===== src/rtl/reg_file_pkg.sv =====
// rtl/reg_file_pkg.sv - shared defaults and typedefs for the register file with scoreboard
package reg_file_pkg;
  localparam int DATA_W_DEF = 32;
  localparam int ADDR_W_DEF = 5;

  typedef logic [DATA_W_DEF-1:0] data_t;
  typedef logic [ADDR_W_DEF-1:0] idx_t;
endpackage


===== src/rtl/reg_scoreboard.sv =====
// rtl/reg_scoreboard.sv - pending-write busy bits and registered population count
module reg_scoreboard
  import reg_file_pkg::*;
#(
  parameter int ADDR_W   = ADDR_W_DEF,
  parameter int ZERO_REG = 1
) (
  input  logic                   clk,
  input  logic                   reset,
  input  logic                   i_set,
  input  logic [ADDR_W-1:0]      i_set_idx,
  input  logic                   i_clr,
  input  logic [ADDR_W-1:0]      i_clr_idx,
  output logic [(2**ADDR_W)-1:0] o_busy,
  output logic [ADDR_W:0]        o_pend_cnt
);

  logic [(2**ADDR_W)-1:0] r_busy;
  logic [ADDR_W:0]        r_pend_cnt;
  logic [(2**ADDR_W)-1:0] w_busy_nxt;
  logic [ADDR_W:0]        w_cnt_nxt;

  // Clear first, then set, so a same-edge issue to the written index stays busy.
  always_comb begin
    w_busy_nxt = r_busy;
    if (i_clr) w_busy_nxt[i_clr_idx] = 1'b0;
    if (i_set) w_busy_nxt[i_set_idx] = 1'b1;
    if (ZERO_REG != 0) w_busy_nxt[0] = 1'b0;
  end

  always_comb begin
    w_cnt_nxt = '0;
    for (int i = 0; i < 2**ADDR_W; i++) begin
      w_cnt_nxt = w_cnt_nxt + {{ADDR_W{1'b0}}, w_busy_nxt[i]};
    end
  end

  always_ff @(posedge clk or negedge reset) begin
    if (!reset) begin
      r_busy     <= '0;
      r_pend_cnt <= '0;
    end else begin
      r_busy     <= w_busy_nxt;
      r_pend_cnt <= w_cnt_nxt;
    end
  end

  assign o_busy     = r_busy;
  assign o_pend_cnt = r_pend_cnt;

endmodule


===== src/rtl/reg_file_sb.sv =====
// rtl/reg_file_sb.sv - 2R1W register file with issue scoreboard; REG_FILE_SB_BYPASS_EN enables write-through bypass
module reg_file_sb
  import reg_file_pkg::*;
#(
  parameter int DATA_W   = DATA_W_DEF,
  parameter int ADDR_W   = ADDR_W_DEF,
  parameter int ZERO_REG = 1
) (
  input  logic              clk,
  input  logic              reset,
  input  logic [ADDR_W-1:0] raddr1,
  input  logic [ADDR_W-1:0] raddr2,
  output logic [DATA_W-1:0] rdata1,
  output logic [DATA_W-1:0] rdata2,
  input  logic              we,
  input  logic [ADDR_W-1:0] waddr,
  input  logic [DATA_W-1:0] wdata,
  input  logic              iss_valid,
  input  logic [ADDR_W-1:0] iss_reg,
  output logic              busy1,
  output logic              busy2,
  output logic [ADDR_W:0]   pend_cnt
);

  logic [DATA_W-1:0]      r_regs [2**ADDR_W];
  logic [(2**ADDR_W)-1:0] w_busy;
  logic                   w_wr_en;

  assign w_wr_en = we && !((ZERO_REG != 0) && (waddr == '0));

  always_ff @(posedge clk or negedge reset) begin
    if (!reset) begin
      for (int i = 0; i < 2**ADDR_W; i++) r_regs[i] <= '0;
    end else if (w_wr_en) begin
      r_regs[waddr] <= wdata;
    end
  end

  reg_scoreboard #(
    .ADDR_W   (ADDR_W),
    .ZERO_REG (ZERO_REG)
  ) u_scoreboard (
    .clk        (clk),
    .reset      (reset),
    .i_set      (iss_valid),
    .i_set_idx  (iss_reg),
    .i_clr      (we),
    .i_clr_idx  (waddr),
    .o_busy     (w_busy),
    .o_pend_cnt (pend_cnt)
  );

  always_comb begin
    rdata1 = r_regs[raddr1];
    busy1  = w_busy[raddr1];
    rdata2 = r_regs[raddr2];
    busy2  = w_busy[raddr2];
`ifdef REG_FILE_SB_BYPASS_EN
    if (we && (waddr == raddr1)) begin
      rdata1 = wdata;
      busy1  = iss_valid && (iss_reg == raddr1);
    end
    if (we && (waddr == raddr2)) begin
      rdata2 = wdata;
      busy2  = iss_valid && (iss_reg == raddr2);
    end
`endif
    // Index 0 wins over any bypass when it is hardwired.
    if ((ZERO_REG != 0) && (raddr1 == '0)) begin
      rdata1 = '0;
      busy1  = 1'b0;
    end
    if ((ZERO_REG != 0) && (raddr2 == '0)) begin
      rdata2 = '0;
      busy2  = 1'b0;
    end
  end

endmodule


===== config.mk =====
export PLATFORM = sky130hd
export DESIGN_NAME = reg_file_sb
export DESIGN_NICKNAME = d
export VERILOG_FILES = /design/src/rtl/reg_file_pkg.sv /design/src/rtl/reg_scoreboard.sv /design/src/rtl/reg_file_sb.sv
export SDC_FILE = /design/constraint.sdc
export NUM_CORES = 2
export LEC_CHECK = 0
export BUFFER_PORTS_ARGS = -buffer_cell sky130_fd_sc_hd__buf_4
export CAP_MARGIN = 15
export CELL_PAD_IN_SITES_DETAIL_PLACEMENT = 1
export CELL_PAD_IN_SITES_GLOBAL_PLACEMENT = 1
export CORE_MARGIN = 1.5
export CORE_UTILIZATION = 54
export CTS_CLUSTER_SIZE = 12
export DETAILED_ROUTE_END_ITERATION = 6
export GPL_TIMING_DRIVEN = 0
export PLACE_DENSITY_LB_ADDON = 0.1
export SYNTH_ARGS = -nofsm -noshare
export SYNTH_HDL_FRONTEND = slang
export SYNTH_SLANG_ARGS = --single-unit

===== constraint.sdc =====
create_clock -name clk -period 6.4 [get_ports clk]
set_input_delay 0.32 -clock clk [delete_from_list [all_inputs] [get_ports clk]]
set_output_delay 0.32 -clock clk [all_outputs]
set_load 0.02 [all_outputs]

Word-level counts from Yosys, hierarchy flattened
Index checks and enable logic that the tools add are counted.
W data, S select, Z words.
{"block": "word_totals", "reg_bits": 1061, "word_cells": 111}
{"block": "op_classes", "order_cmp": 10, "n_reduce_logical": 8, "bitwise": 6, "muxes": 23, "n_addsub": 30}
{"cell": "$bwmux W1024", "count": 1}
{"cell": "$bmux W32 S5", "count": 2}
{"cell": "$mux W32", "count": 9}
{"cell": "$add A6 B1 Y6", "count": 29}
{"cell": "$demux W32 S5", "count": 1}
{"cell": "$and A32 B32 Y32", "count": 1}
{"cell": "$not A32 Y32", "count": 1}
{"cell": "$or A32 B32 Y32", "count": 1}
{"cell": "$lt A5 B6 Y1 const B", "count": 4}
{"cell": "$ge A6 B6 Y1 const B", "count": 3}
{"cell": "$not A5 Y6", "count": 3}
{"cell": "$logic_not A5 Y1", "count": 3}
{"cell": "$bmux W1 S5", "count": 2}
{"cell": "$demux W1 S5", "count": 2}
{"cell": "$ge A5 B1 Y1 const B", "count": 2}
{"cell": "$lt A6 B1 Y1 const B", "count": 1}
{"cell": "$mux W1", "count": 6}
{"cell": "$logic_and A1 B1 Y1", "count": 4}
{"cell": "$add A1 B1 Y2", "count": 1}
{"cell": "$logic_not A1 Y1", "count": 1}

Logic depth before layout (Yosys ltp)
{"block": "depth", "ltp_word": 39, "depth_mapped": 22, "mapped_depth_nobuf": 20}

Cells and area by module
From an unflattened synthesis, not the netlist that was laid out.
{"block": "hier_totals", "hier_cells": 3874, "area_unflattened_um2": 57819.2}
{"mod": "reg_file_sb", "area_per_inst_um2": 55475.7, "cells_each": 3654, "seq_area_each_um2": 25624.6, "instances": 1}
{"mod": "reg_scoreboard", "area_per_inst_um2": 2343.5, "cells_each": 220, "seq_area_each_um2": 925.9, "instances": 1}

Least setup slack after synthesis
No wires, ideal clock.
{"block": "synth_timing", "path_kind": "input -> register", "from": "input waddr[1]", "to": "register u_scoreboard.r_pend_cnt[4], in the netlist u_scoreboard.o_pend_cnt[4]", "t_required_ns": 6.320, "stages": 22, "t_arrival_ns": 5.724, "path_buffers": 3, "path_slack_ns": 0.597, "path_cell_list": "buf_2 and3b_1 clkbuf_1 nand2_1 buf_2 a22o_1 ha_1 fa_1 inv_1 fa_1 fa_1 inv_1 fa_1 inv_1 fa_1 fa_1 inv_1 ha_1 fa_1 a21o_1 a21oi_1 xnor2_1"}
{"block": "synth_via", "elab_chain_cells": 39, "elab_cells_between_ends": 40}
{"item": "start, declared", "line_no": "reg_file_sb.sv:16", "text": "input logic [ADDR_W-1:0] waddr,"}
{"item": "$lt A5 B6 Y1 (implied by the code) or $ge A5 B1 Y1 (tied branches)", "line_no": "reg_scoreboard.sv:26", "text": "if (i_clr) w_busy_nxt[i_clr_idx] = 1'b0;"}
{"item": "$logic_and A1 B1 Y1 (implied by the code)", "line_no": "reg_scoreboard.sv:26"}
{"item": "$mux W1 (implied by the code)", "line_no": "reg_scoreboard.sv:26"}
{"item": "$demux W1 S5 (*)"}
{"item": "$not A32 Y32 (no source line) (*)"}
{"item": "$and A32 B32 Y32 (no source line) (*)"}
{"item": "$mux W32 (*)", "line_no": "reg_scoreboard.sv:26"}
{"item": "$or A32 B32 Y32 (no source line)"}
{"item": "$mux W32 (*)", "line_no": "reg_scoreboard.sv:27", "text": "if (i_set) w_busy_nxt[i_set_idx] = 1'b1;"}
{"item": "net u_scoreboard.w_busy_nxt[2]", "line_no": "reg_scoreboard.sv:20", "text": "logic [(2**ADDR_W)-1:0] w_busy_nxt;"}
{"item": "$add A1 B1 Y2 (*)", "line_no": "reg_scoreboard.sv:34", "text": "w_cnt_nxt = w_cnt_nxt + {{ADDR_W{1'b0}}, w_busy_nxt[i]};"}
{"item": "$add A6 B1 Y6 (*) (29 in series)", "line_no": "reg_scoreboard.sv:34"}
{"item": "net u_scoreboard.w_cnt_nxt[4]", "line_no": "reg_scoreboard.sv:21", "text": "logic [ADDR_W:0] w_cnt_nxt;"}
{"item": "end signal, assigned", "line_no": "reg_scoreboard.sv:44", "text": "r_pend_cnt <= w_cnt_nxt;"}
{"item": "end, declared", "line_no": "reg_scoreboard.sv:19", "text": "logic [ADDR_W:0] r_pend_cnt;"}
Mark *: on every way through the listed nets, which the timed path passes. The rest lies on a longest branch.
A chain may end at the register's enable or synchronous reset.

Final worst setup path
{"block": "layout_timing", "from": "input waddr[1]", "to": "register u_scoreboard.r_pend_cnt[4], in the netlist u_scoreboard.o_pend_cnt[4]"}
{"block": "layout_via", "elab_cells_between_ends": 40}
{"item": "$lt A5 B6 Y1 (implied by the code) or $ge A5 B1 Y1 (tied branches)", "line_no": "reg_scoreboard.sv:26"}
{"item": "$logic_and A1 B1 Y1 (implied by the code)", "line_no": "reg_scoreboard.sv:26"}
{"item": "$mux W1 (implied by the code)", "line_no": "reg_scoreboard.sv:26"}
{"item": "$demux W1 S5 (*)"}
{"item": "$not A32 Y32 (no source line) (*)"}
{"item": "$and A32 B32 Y32 (no source line) (*)"}
{"item": "$mux W32 (*)", "line_no": "reg_scoreboard.sv:26"}
{"item": "$or A32 B32 Y32 (no source line)"}
{"item": "$mux W32 (*)", "line_no": "reg_scoreboard.sv:27"}
{"item": "net u_scoreboard.w_busy_nxt[15]", "line_no": "reg_scoreboard.sv:20"}
{"item": "$add A6 B1 Y6 (*) (17 in series)", "line_no": "reg_scoreboard.sv:34"}
{"item": "net u_scoreboard.w_cnt_nxt[4]", "line_no": "reg_scoreboard.sv:21"}
Marks and branches as above.

==> metrics.md <==
| Metric | Value |
|---|---|
| Largest family of logic cells by synthesized area | `multiplexers` |
| Avg Synthesized Cell Area | `15.0 µm²` |
| CP Capture Type | `flop` |
| Crit Path Class | `in -> reg` |
| Port Buffers | `116` |
| Minimum clock period | `6.13 ns` |
| Top Layer Used | `met5` |
| Sequential area share after synthesis | `0.458` |
| Die Wd | `~330 µm` |
| First-pass GRT wire length | `about 330000 µm` |
| XOR/XNOR Fraction of Synth Area | `0.000453` |
| Die area | `0.109 mm²` |
| Total gr overflow | `0` |
| Syn_nets | `3943` |
| Pleak | `28.4 nW` |
| Final wirelength | `232000 µm` |
| Synth Area in Adders | `0.00988` |
| Worst-path clk slew | `0.06 ns` |
| Yosys warnings | `0` |
| Gp weighted congestion | `between 0.9 and 1` |
| CTS buffer count | `approximately 120` |
| Met3 WL post-DR | `24900 µm` |
| Largest net degree at the start of global routing | `173` |
| Area growth syn-to-layout | `12.7%` |
| Most Frequent Cell on Critical Path | `fa_1` |
| Final setup vio count | `0` |
| Multiplexer share of the synthesized area | `0.407` |
| GRT Total Usage | `0.430` |
| Primary FF master, synth | `dfrtp_1` |
| Outcome | `complete, but fails checks` |
| Clk sinks | `about 1100` |
| Filler cells | `9771` |
| Startpoint type of the worst setup path | `input port` |
| HPWL after DPL | `156000 µm` |
| Complex-gate fraction of the synthesized area | `0.0580` |
| Critical-path maximum fanout | `10` |
| Setup ws final | `about 0.27 ns` |
| Antenna viol nets, final | `0` |
| CTS tree | `done` |
| Worst Tran Pin Value | `~1.3 ns` |
| Bufs on Longest Clock Path | `3` |
| Mapped Area | `0.0580 mm²` |
| Failing checks | `design-rule violations` |
| Met2 WL | `104000 µm` |
| Total Neg Setup Slack | `0 ns` |
| F_max | `0.163 GHz` |
| Worst Hold Class | `in -> reg` |
| Post-Synth Simple-Gate Area | `0.0200` |
| Period utilisation layout | `0.959` |
| VDD IR max | `0.813 mV` |
| Clk root buf | `clkbuf_16` |
| Detailed-route wire length per cell | `41.0 µm` |
| Crit path cell chain | `buf_2, nand3_1, nor2_1, buf_2, o2bb2ai_1, inv_1, fa_1, fa_1, fa_1, inv_1, fa_1, inv_1, fa_1, fa_1, inv_1, ha_1, fa_1, a21o_1, a21oi_1, xnor2_1` |
| Max-slew headroom | `0.106` |
| FFs w/ async S/R, synth | `1.00` |
| Max Cap Violations | `0` |
| Ports | `128` |
| Cell Rows | `120` |
| Max-slew violations | `0` |
| First-pass DRT Iterations | `7` |
| Proportion of layout cells with a drive suffix above 1 | `0.499` |
| Hold WS | `0.0488 ns` |
| Hold Vio Cnt, Final | `0` |
| Clk_lat worst skew | `~0.73 ns` |
| Post-DR vias/cell | `7.26` |
| Clock skew | `0.00501 ns` |
| Overall Power | `around 23 mW` |
| RSZ-0062 raised after global routing | `false` |
| Final #Nets | `4232` |
| Unique masters post-synth | `55` |
| Cells after synthesis | `3855` |
| Yosys reg bits | `1061` |
| H-tree Lvls | `3` |
| Pwr per Cell Area | `348 mW/mm²` |
| Antenna violations before repair | `6` |
| Initial DRC count | `4653` |
| Slowest CP cell | `nor2_1` |
| Post-Layout Inst Area | `0.0653 mm²` |
| Die H | `331 µm` |
| Met1 Wirelength | `between 80000 and 90000 µm` |
| DP Worst Slack | `-0.344 ns` |
| Cell area after placement | `0.0610 mm²` |
| CTS resizes | `0` |
| Core ar. | `between 0.1 and 0.15 mm²` |
| DRC | `3` |
| EDFF count, synth | `0` |
| Worst Path Required | `slightly above 7 ns` |
| Vias in the first global route | `43100` |
| Initial Utilization | `0.543` |
| DR vias | `41000` |
| Worst EP arrival | `6.79 ns` |
| Critical path's largest stage delay | `0.91 ns` |
timing repair:
item | in CTS | in global routing
endpoints found under the hold margin | 169 | 0
endpoints found under the setup margin | 0 | 0
hold buffers | 33 | 0
setup buffers | 0 | 0
metal layers:
metal,global-route usage,vias up
met3,0.142,767
met4,0.240,10
met5,0.00609,-
met2,0.643,2534
li1,-,15400
met1,0.554,22200
worst max-delay path: cells and delay by family:
family	cells	cell delay [ns]
AOI/OAI and AO/OA	3	0.57
xor gates and xnor gates	1	0.13
adders and majority gates	8	3.57
buffers and inverters	6	0.99
and+or+nand+nor	2	1.17
registers in the layout, summed over array words and instances, names as in the netlist:
name / cells
r_regs: 1024
u_scoreboard.o_busy: 31
u_scoreboard.o_pend_cnt: 6
cells by family (layout without fill, tap and decap cells):
group / Yosys count / count (layout)
flip-flops: 1061 / 1061
AND/OR/NAND/NOR: 197 / 197
adder cells (fa/ha/maj): 32 / 32
other: 0 / 2
XOR/XNOR: 3 / 3
multiplexers: 1652 / 1652
buffers and inverters: 485 / 870
AO/OA/AOI/OAI: 425 / 425
final timing paths:
check                                                  from                              endpoint  slack, ns  cells after the start
max in group asynchronous                             reset                 r_regs[6]$_DFFE_PN0P_       2.86                      6
hold / removal                                   iss_reg[2]     u_scoreboard.o_busy[17]$_DFF_PN0_       0.05                      3
setup reg to reg           u_scoreboard.o_busy[1]$_DFF_PN0_  u_scoreboard.o_pend_cnt[4]$_DFF_PN0_       1.06                     17
setup / recovery                                   waddr[1]  u_scoreboard.o_pend_cnt[4]$_DFF_PN0_       0.27                     20
min in group asynchronous                             reset               r_regs[761]$_DFFE_PN0P_       0.24                      2
hold reg to reg                    r_regs[1009]$_DFFE_PN0P_              r_regs[1009]$_DFFE_PN0P_       0.49                      1
synthesized netlist by cell type (53+ instances only):
cell      instances  share of area
mux2i_1         132          0.023
buf_2           132          0.011
nor2b_1          67         0.0072
clkbuf_1        175          0.011
buf_4            72         0.0093
mux2_2          999           0.19
a22oi_1          75         0.0097
a211oi_1         64         0.0083
dfrtp_1        1061           0.46
nand2_1          65         0.0042
mux2_1           61          0.012
a311oi_1         66          0.010
o21ai_1          69         0.0060
mux4_2          457           0.18
buf_6            53          0.010
where the power goes:
| group | total (mW) | internal (mW) | leakage (nW) | switching (mW) |
|---|---|---|---|---|
| Clock | 7.05 | 4.08 | 1.96 | 2.97 |
| Sequential | 9.09 | 8.07 | 13.6 | 1.03 |
| Combinational | 6.57 | 3.44 | 12.9 | 3.13 |
| Total | 22.7 | 15.6 | 28.4 | 7.13 |
final cells by class:
cell class	count	area (µm²)	area share
well taps	1403	1760	0.0269
multi-input cells	2309	28800	0.440
inverters	44	165	0.00253
clock inverters	36	357	0.00546
flip-flops and latches	1061	26600	0.406
clock buffers	181	3590	0.0550
plain buffers	441	2530	0.0387
repair buffers	168	1610	0.0247
diodes	2	5.00	0.0000766
cell usage in the layout (no fill, tap or decap), drive strengths merged, types with 4 or more instances in the layout:
| cell | netlist | routed |
|---|---|---|
| or2 | 4 | 4 |
| buf | 264 | 398 |
| o2111ai | 16 | 16 |
| clkbuf | 177 | 359 |
| fa | 23 | 23 |
| a211oi | 64 | 64 |
| nor2b | 69 | 69 |
| mux4 | 460 | 460 |
| a21oi | 4 | 4 |
| mux2i | 132 | 132 |
| and3b | 4 | 4 |
| a22o | 22 | 22 |
| inv | 44 | 46 |
| dlygate4sd3 | 0 | 33 |
| a22oi | 75 | 75 |
| a221oi | 50 | 50 |
| mux2 | 1060 | 1060 |
| o21ai | 118 | 118 |
| nor2 | 26 | 26 |
| clkinv | 0 | 25 |
| nand2 | 65 | 65 |
| and3 | 4 | 4 |
| ha | 9 | 9 |
| nand3b | 4 | 4 |
| nand2b | 4 | 4 |
| a311oi | 66 | 66 |
| nor3b | 8 | 8 |
| o2bb2ai | 4 | 4 |
| dfrtp | 1061 | 1061 |
| bufinv | 0 | 6 |
stage by stage:
step | std cells | util
after detailed placement | 5388 | 0.571
after floorplan | 3855 | -
final | 5645 | 0.612
after global routing | 5643 | 0.612
after CTS | 5638 | 0.611
after global placement | 5374 | 0.568
No activity file was read; power rests on OpenSTA's default activity.
